==> config.mk <==
export PLATFORM = sky130hd
export DESIGN_NAME = cube_color_loader_flat
export DESIGN_NICKNAME = d
export VERILOG_FILES = /design/src/rtl/cube_color_loader_if.sv /design/src/rtl/cube_color_loader.sv /design/src/flat_wrapper.sv
export SDC_FILE = /design/constraint.sdc
export NUM_CORES = 1
export LEC_CHECK = 0
export ABC_AREA = 1
export BUFFER_PORTS_ARGS = -buffer_cell sky130_fd_sc_hd__buf_4
export CORE_AREA = 2 2 164 166
export CTS_CLUSTER_SIZE = 40
export DETAILED_ROUTE_END_ITERATION = 8
export DIE_AREA = 0 0 166 168
export GPL_TIMING_DRIVEN = 0
export PLACE_DENSITY_LB_ADDON = 0.15
export SLEW_MARGIN = 20
export SYNTH_ARGS = -nofsm -noshare
export SYNTH_HDL_FRONTEND = slang
export SYNTH_SLANG_ARGS = --single-unit
==> constraint.sdc <==
create_clock -name clk -period 2.6 [get_ports clk]
set_input_delay 0.13 -clock clk [delete_from_list [all_inputs] [get_ports clk]]
set_output_delay 0.13 -clock clk [all_outputs]
set_load 0.05 [all_outputs]
==> src/rtl/cube_color_loader_if.sv <==
// Sticker-code stream between the cube state logic (master) and the colour loader (slave).
interface cube_color_loader_if #(
    parameter int unsigned CODE_W = 3
);
    logic              s_valid;
    logic              s_ready;
    logic [CODE_W-1:0] s_code;
    logic              s_last;

    modport master (output s_valid, output s_code, output s_last, input s_ready);
    modport slave  (input s_valid, input s_code, input s_last, output s_ready);
endinterface

==> src/rtl/cube_color_loader.sv <==
// Assembles a serial stream of sticker codes into a shadow image and publishes it on a frame boundary.
// Optional macro COLOR_CHECK_EN: reject images carrying codes 110/111.
module cube_color_loader #(
    parameter int unsigned NUM_STICKERS = 54,
    parameter int unsigned CODE_W       = 3,
    parameter int unsigned OUT_W        = NUM_STICKERS * CODE_W
) (
    input  logic               clk,
    input  logic               rst,
    cube_color_loader_if.slave s,
    input  logic               frame_done,
    output logic [OUT_W-1:0]   color,
    output logic               color_update,
    output logic               busy,
    output logic               err
);
    localparam int unsigned IDX_W = $clog2(NUM_STICKERS + 1);

    typedef enum logic [1:0] {
        ST_LOAD    = 2'b01,
        ST_PENDING = 2'b10
    } state_t;

    // Solved cube: face f (9 stickers each) shows colour code f.
    function automatic logic [OUT_W-1:0] solved_image();
        logic [OUT_W-1:0] img;
        img = '0;
        for (int unsigned k = 0; k < NUM_STICKERS; k++) begin
            img[CODE_W*k +: CODE_W] = CODE_W'(k / 9);
        end
        return img;
    endfunction

    localparam logic [OUT_W-1:0] SOLVED = solved_image();

    state_t             state_q, state_d;
    logic [IDX_W-1:0]   idx_q, idx_d;
    logic [OUT_W-1:0]   shadow_q, shadow_d;
    logic [OUT_W-1:0]   color_q, color_d;
    logic               color_update_q, color_update_d;
    logic               err_q, err_d;
    logic               bad_code;
    logic               at_last;

`ifdef COLOR_CHECK_EN
    assign bad_code = (s.s_code >= CODE_W'(6));
`else
    assign bad_code = 1'b0;
`endif

    assign at_last = (idx_q == IDX_W'(NUM_STICKERS - 1));

    always_comb begin
        state_d        = state_q;
        idx_d          = idx_q;
        shadow_d       = shadow_q;
        color_d        = color_q;
        color_update_d = 1'b0;
        err_d          = 1'b0;
        s.s_ready      = 1'b0;

        case (state_q)
            ST_LOAD: begin
                s.s_ready = 1'b1;
                if (s.s_valid) begin
                    // Misplaced s_last or a missing one both discard the partial image.
                    if (bad_code || (s.s_last != at_last)) begin
                        err_d = 1'b1;
                        idx_d = '0;
                    end else begin
                        shadow_d[CODE_W*idx_q +: CODE_W] = s.s_code;
                        idx_d = idx_q + IDX_W'(1);
                        if (at_last) begin
                            state_d = ST_PENDING;
                        end
                    end
                end
            end
            ST_PENDING: begin
                if (frame_done) begin
                    color_d        = shadow_q;
                    color_update_d = 1'b1;
                    idx_d          = '0;
                    state_d        = ST_LOAD;
                end
            end
            default: begin
                state_d = ST_LOAD;
                idx_d   = '0;
            end
        endcase
    end

    always_ff @(posedge clk or negedge rst) begin
        if (!rst) begin
            state_q        <= ST_LOAD;
            idx_q          <= '0;
            shadow_q       <= '0;
            color_q        <= SOLVED;
            color_update_q <= 1'b0;
            err_q          <= 1'b0;
        end else begin
            state_q        <= state_d;
            idx_q          <= idx_d;
            shadow_q       <= shadow_d;
            color_q        <= color_d;
            color_update_q <= color_update_d;
            err_q          <= err_d;
        end
    end

    assign color        = color_q;
    assign color_update = color_update_q;
    assign err          = err_q;
    assign busy         = (state_q == ST_PENDING) || (idx_q != '0);
endmodule
==> src/flat_wrapper.sv <==
// flat-port wrapper written by rule: the top's interface ports become plain ports
module cube_color_loader_flat 
#(
    parameter int unsigned NUM_STICKERS = 54,
    parameter int unsigned CODE_W       = 3,
    parameter int unsigned OUT_W        = NUM_STICKERS * CODE_W
)
  (clk, rst, frame_done, color, color_update, busy, err, s_s_valid, s_s_code, s_s_last, s_s_ready);
  cube_color_loader_if #(.CODE_W(CODE_W)) s_i ();
  input  logic clk;
  input  logic rst;
  input  logic frame_done;
  output logic [OUT_W-1:0] color;
  output logic color_update;
  output logic busy;
  output logic err;
  input wire logic [$bits(s_i.s_valid)-1:0] s_s_valid;
  input wire logic [$bits(s_i.s_code)-1:0] s_s_code;
  input wire logic [$bits(s_i.s_last)-1:0] s_s_last;
  output wire logic [$bits(s_i.s_ready)-1:0] s_s_ready;
  assign s_i.s_valid = s_s_valid;
  assign s_i.s_code = s_s_code;
  assign s_i.s_last = s_s_last;
  assign s_s_ready = s_i.s_ready;
  cube_color_loader #(.NUM_STICKERS(NUM_STICKERS), .CODE_W(CODE_W), .OUT_W(OUT_W)) u_core (.clk(clk), .rst(rst), .s(s_i), .frame_done(frame_done), .color(color), .color_update(color_update), .busy(busy), .err(err));
endmodule
==> impl_metrics.json, run 1 <==
{
  "outcome": "finished clean",
  "grt_overflow": 0,
  "r2r-start": "u_core.idx_q[0]",
  "synth_nets": 1736,
  "wl_um": 39300,
  "slowest_stage": "dfrtp_2",
  "wl_per_cell_um": 17.0,
  "cp-end-kind": "flop",
  "start_kind": "flop",
  "clockBufferDepth": 3,
  "yosysWarnings": 0,
  "grt_pass1_vias": 11700,
  "synth_edf_count": 0,
  "timing.rr.end": "u_core.shadow_q[119]",
  "die_y_um": 168,
  "synth-async-reset-ratio_pct": 100,
  "synth_common_cells": "nand2_1 (1032), dfrtp_1 (270), nor2_1 (86)",
  "grt_max_degree": 104,
  "max_clock_freq_ghz": 0.407,
  "min_from": "frame_done",
  "fin_tns_setup_ns": 0,
  "cts_made_buffers": 35,
  "path_common_cell": "nand2_1",
  "yosys_register_bits": 334,
  "grt_pass1_wl_um": 62200,
  "core_region_area_um2": 26400,
  "clk-insertion-delay-late_ns": 0.52,
  "synth_top_area_cell": "dfrtp_1",
  "whs_path_depth": 5,
  "dp_hpwl_um": 28700,
  "drive_gt1_share_pct": 20.5,
  "timing.hold.ws_ns": 0.0131,
  "avgSynthCellArea_um2": 8.19,
  "placed_cell_area_um2": 15900,
  "cap_violations": 0,
  "cts_tree": "done",
  "reg2reg_depth": 12,
  "synthTopCellsByArea": "dfrtp_1 (48%), nand2_1 (27%), dfstp_2 (12%)",
  "ant_nets": 0,
  "synth.top_cell.area_share_pct": 47.9,
  "slew_headroom_pct": 31.4,
  "fp-row-count": 60,
  "hold_path_class": "in2reg",
  "cts_root_buf": "clkbuf_16",
  "fin_nets": 1954,
  "boundaryPins": 174,
  "synth.lib_cells_used.distinct": 27,
  "dieArea_um2": 27900,
  "netlist_instances": 1721,
  "drc": 0,
  "setup-violations-final": 0,
  "gp_congestion": 0.961,
  "synth_most_common_cell": "nand2_1",
  "vias": 11900,
  "first_iter_violations": 1089,
  "worst_path_largest_cell_delay_ns": 0.42,
  "worstSetupPathType": "reg2reg",
  "cp_data_required_time_ns": 3.05,
  "hold_viol": 0,
  "rsz0062_at_grt": "yes",
  "period_minus_slack_ns": 2.45,
  "p_leak_nw": 9.61,
  "drv_slew": 0,
  "power_density_nw_per_um2": 717,
  "h-tree-depth": 2,
  "stdcell_area_um2": 17200,
  "drtPass1Iterations": 5,
  "die_w_um": 166,
  "layout_worst_path_cycle_share_pct": 94.4,
  "holdPathEnd": "u_core.state_q[0]",
  "finalClockSkew_ns": 0.0182,
  "track_usage_pct": 28.3,
  "cp.arrival_ns": 2.91,
  "viasPerCell": 5.16,
  "cp_cell_sequence": "buf_4 -> inv_2 -> ha_1 -> inv_1 -> nand2_1 -> nand2_1 -> buf_4 -> buf_4 -> nand4_1 -> nor2_2 -> nand2_1 -> nand2_1",
  "antenna_found_initial": 1,
  "worstMarginPinSlew_ns": 1.03,
  "cts_sinks": 334,
  "io_buffers": 172,
  "n_antenna_cell": 0,
  "r2r_slack_ns": 0.15,
  "start_util_pct": 53.5,
  "synth.yosys.seq_area_share_pct": 59.9,
  "irDropWorstVdd_mv": 0.423,
  "synthToLayoutAreaGrowth_pct": 21.8,
  "cp_max_fo": 10,
  "clk_pin_slew_worst_paths_ns": 0.06,
  "final_core_util_pct": 65.2,
  "ys.flop_type": "dfrtp_1",
  "mappedNetlistArea_um2": 14100
}
## worst max-delay path, delay by kind of cell, from the launching register on
| kind | cells | cell delay, ns |
|---|---|---|
| buf+inv | 5 | 0.84 |
| simple gates | 6 | 0.92 |
| flops | 1 | 0.42 |
| fa+ha+maj | 1 | 0.24 |
## logic make-up (layout without fill, tap and decap cells)
kind of cell / after synthesis / count (layout) / share of synthesized area (%)
simple gates: 1251 / 1251 / 35.5
flops: 334 / 334 / 59.9
buf+inv: 124 / 367 / 3.77
fa+ha+maj: 7 / 7 / 0.621
compound gates: 4 / 4 / 0.151
xor+xnor: 1 / 1 / 0.0621
## repair_timing
item / in CTS / in global routing
endpoints found under the hold margin: 146 / 0
hold buffers: 5 / 0
pin swaps: 0 / 4
gates resized for setup: 20 / 27
setup endpoints to repair: 110 / 176
setup buffers: 0 / 2
## final cells by class
cell class	instances	area, um^2
clock buffers	55	991
fillers	2291	9180
clock inverters	7	67.6
plain buffers	65	323
inverters	58	219
well taps	341	427
repair buffers	182	1450
flip-flops and latches	334	8440
multi-input cells	1263	5260
## registers in the layout, summed over array words and instances (netlist names)
name and flops:
u_core.err 1, u_core.state_q 2, u_core.shadow_q 162, u_core.color_update 1
u_core.idx_q 6, u_core.color 162
## metrics by stage
step	total power, mW	cells	setup slack [ns]
after floorplan	6.86	1721	0.420
after global placement	7.47	2234	-1.59
after detailed placement	7.52	2237	-0.240
after CTS	12.3	2303	0.0000560
after global routing	12.8	2305	-0.00210
final	12.3	2305	0.145
## metal layers
layer | routed length, um | track usage, % | vias up
met4 | 1330 | 9.94 | 0
met5 | 0 | 0 | -
met2 | 18000 | 44.7 | 399
li1 | - | - | 5699
met3 | 2650 | 4.87 | 78
met1 | 17300 | 40.1 | 5718
## cells in the final DEF, fill, tap and decap left out, drive strengths merged
| cell type | netlist | final |
|---|---|---|
| a21oi | 1 | 1 |
| dlygate4sd3 | 0 | 5 |
| xor2 | 1 | 1 |
| nor2 | 101 | 101 |
| nand3b | 8 | 8 |
| o22ai | 1 | 1 |
| nand3 | 81 | 81 |
| nor3 | 16 | 16 |
| ha | 7 | 7 |
| dfstp | 64 | 64 |
| inv | 55 | 56 |
| buf | 32 | 208 |
| dfrtp | 270 | 270 |
| bufinv | 0 | 1 |
| nand4 | 9 | 9 |
| clkbuf | 34 | 89 |
| nand2 | 1036 | 1036 |
| clkinv | 3 | 8 |
| o21ai | 2 | 2 |
## where the power goes
part	total, mW	internal, mW	switching [mW]
Sequential	5.66	5.48	0.185
Clock	4.71	2.72	1.99
Combinational	1.94	0.481	1.46
## how the worst max path moves through the flow
stage                            from                   end  cells past startpoint
floorplan           u_core.state_q[0]   u_core.shadow_q[66]                     10
global placement                  rst      u_core.color[35]                      1
detailed placement    u_core.idx_q[0]    u_core.shadow_q[0]                     10
CTS                   u_core.idx_q[0]   u_core.shadow_q[33]                      9
global route          u_core.idx_q[0]  u_core.shadow_q[122]                     12
finish                u_core.idx_q[0]  u_core.shadow_q[119]                     12
(Power assumes the default switching activity.)
==> run 2, diff against run 1 <==
CORE_AREA = 2 2 156 173   (was 2 2 164 166)
DIE_AREA = 0 0 158 175   (was 0 0 166 168)
==> run 2 against run 1 <==
Net effect:
- combinational power is 2% higher
- largest cell class unchanged
- via count is essentially flat
- critical path type unchanged
- non-clock buffer count increased by 5
- sequential power about the same
- die area is 0.85% lower
- worst setup slack got worse by 0.060 ns
- first-iteration DRC count is 18% lower
- clock power rose by 4.7%
- global-route usage is 0.064 points higher
- critical endpoint is now u_core.shadow_q[52]
- flip-flop and latch count unchanged
- clock skew shrank 0.0058 ns
- register-to-register slack got worse by 0.06 ns
==> impl_metrics.json, run 2 (same netlist as run 1, synthesis figures left out) <==
{
  "outcome": "finished clean",
  "layout_worst_path_cycle_share_pct": 96.7,
  "fillers": 2303,
  "ant_nets": 0,
  "cap_violations": 0,
  "power.switching_mw": 3.66,
  "fin_tns_setup_ns": 0,
  "period_minus_slack_ns": 2.51,
  "boundaryPins": 174,
  "slew_headroom_pct": 24.2,
  "hold_path_class": "in2reg",
  "die_w_um": 158,
  "dieArea_um2": 27700,
  "dp_hpwl_um": 28200,
  "worst_path_largest_cell_delay_ns": 0.67,
  "core_region_area_um2": 25900,
  "viasPerCell": 5.13,
  "worstMarginPinSlew_ns": 1.14,
  "cts_sinks": 334,
  "p_seq_share_pct": 45.0,
  "io_buffers": 172,
  "drc": 0,
  "drtPass1Iterations": 5,
  "cp.arrival_ns": 2.96,
  "critical_path_buf_inv_count": 3,
  "setup-violations-final": 0,
  "synthToLayoutAreaGrowth_pct": 22.9,
  "cp_cell_sequence": "clkbuf_4 -> inv_2 -> nand3_1 -> nand2_1 -> nand2_2 -> clkbuf_1 -> nor3_1 -> nand3_1 -> nand2_1",
  "n_antenna_cell": 0,
  "fp-row-count": 62,
  "grt_max_degree": 94,
  "drive_gt1_share_pct": 21.2,
  "grt_overflow": 0,
  "h-tree-depth": 2,
  "final_common_cell": "nand2_1",
  "cts_root_buf": "clkbuf_16",
  "worstSetupPathType": "reg2reg",
  "grt_pass1_wl_um": 60400,
  "p_leak_nw": 9.68,
  "first_iter_violations": 894,
  "combPwrFrac_pct": 15.7,
  "rsz0062_at_grt": "yes",
  "finalClockSkew_ns": 0.0124,
  "p_sw_share_pct": 29.1,
  "final_core_util_pct": 66.9,
  "fin_nets": 1958,
  "max_clock_freq_ghz": 0.398,
  "clk-insertion-delay-late_ns": 0.51,
  "cts_made_buffers": 34,
  "cts_tree": "done",
  "drv_slew": 0,
  "gp_congestion": 0.949,
  "wl_um": 38800,
  "grt_pass1_vias": 11500,
  "irDropWorstVdd_mv": 0.516,
  "intPower_mw": 8.91,
  "vias": 11900,
  "die_y_um": 175,
  "start_kind": "flop",
  "antenna_found_initial": 0,
  "final_cell_mix": "nand2_1 (1030), dfrtp_1 (270), buf_4 (183)",
  "clockBufferDepth": 3,
  "start_util_pct": 54.4,
  "wl_per_cell_um": 16.7,
  "cp_data_required_time_ns": 3.05,
  "cp_max_fo": 10,
  "crit_family": "simple AND/OR/NAND/NOR gates",
  "track_usage_pct": 28.4,
  "clk_pin_slew_worst_paths_ns": 0.06,
  "r2r_slack_ns": 0.09,
  "cp-end-kind": "flop",
  "p_clk_share_pct": 39.2,
  "slowest_stage": "nor3_1",
  "power_density_nw_per_um2": 725,
  "hold_viol": 0
}
[run 2: cell types whose count changed in the layout (fill, tap and decap cells not counted), sizes merged]
cell and change:
clkinvlp +2, buf +2, bufinv +2, clkbuf -7, clkinv +4
[run 2: timing repair]
action                                  4_1_cts  5_1_grt
hold buffers                                  5        0
endpoints found under the hold margin        79        0
pin swaps                                     0        5
gates resized for setup                      12       39
buffers inserted                              0        7
endpoints found under the setup margin       96      140
cloned                                        0        0
[run 2: power by group through the flow]
stage          Clock (mW)  Sequential [mW]  Combinational (mW)
4_1_cts              5.01             5.65                1.81
2_1_floorplan           0             5.69                1.17
3_3_place_gp            0             5.73                1.73
5_1_grt              5.20             5.69                2.14
6_report             4.93             5.66                1.98
3_5_place_dp            0             5.74                1.76
[run 2: tightest hold or removal path: stages]
cell	delay (ns)
buf_4	0.14
inv_1	0.09
nor2_1	0.08
nand2_1	0.06
nand2_1	0.04
[run 2: worst paths after layout]
| check | startpoint | end | depth (start not counted) |
|---|---|---|---|
| hold / removal | s_s_code[2] | u_core.shadow_q[62] | 5 |
| setup / recovery | u_core.idx_q[0] | u_core.shadow_q[52] | 9 |
| min in group asynchronous | rst | u_core.color[10] | 2 |
| hold reg to reg | u_core.color[33] | u_core.color[33] | 2 |
| max in group asynchronous | rst | u_core.color[33] | 4 |
| setup reg to reg | u_core.idx_q[0] | u_core.shadow_q[52] | 9 |
[run 2: area by class of cell]
| cell class | count | area (um^2) | share of cell area (%) |
|---|---|---|---|
| well taps | 352 | 440 | 2.54 |
| plain buffers | 65 | 325 | 1.88 |
| inverters | 58 | 219 | 1.26 |
| clock inverters | 15 | 159 | 0.917 |
| flip-flops and latches | 334 | 8440 | 48.7 |
| clock buffers | 45 | 973 | 5.62 |
| multi-input cells | 1263 | 5290 | 30.5 |
| repair buffers | 187 | 1480 | 8.56 |
[run 2: metrics by stage]
step	setup WS, ns	cell area [um^2]	cells	power (mW)	hold slack [ns]
6_report	0.0850	17300	2319	12.6	0.0619
5_1_grt	-0.0391	17300	2319	13.0	0.0727
3_5_place_dp	-0.209	15900	2248	7.50	0.199
4_1_cts	0.00169	17100	2312	12.5	0.0477
2_1_floorplan	0.420	14100	1721	6.86	-0.166
3_3_place_gp	-1.57	15800	2245	7.46	0.414
[run 2: routing by layer]
layer / vias to the layer above / part of all wire (%) / global-route usage, %
li1: 5705 / - / -
met5: - / 0 / 0
met2: 351 / 47 / 46.0
met3: 83 / 5.9 / 4.76
met1: 5748 / 44 / 39.3
met4: 0 / 3.0 / 9.23
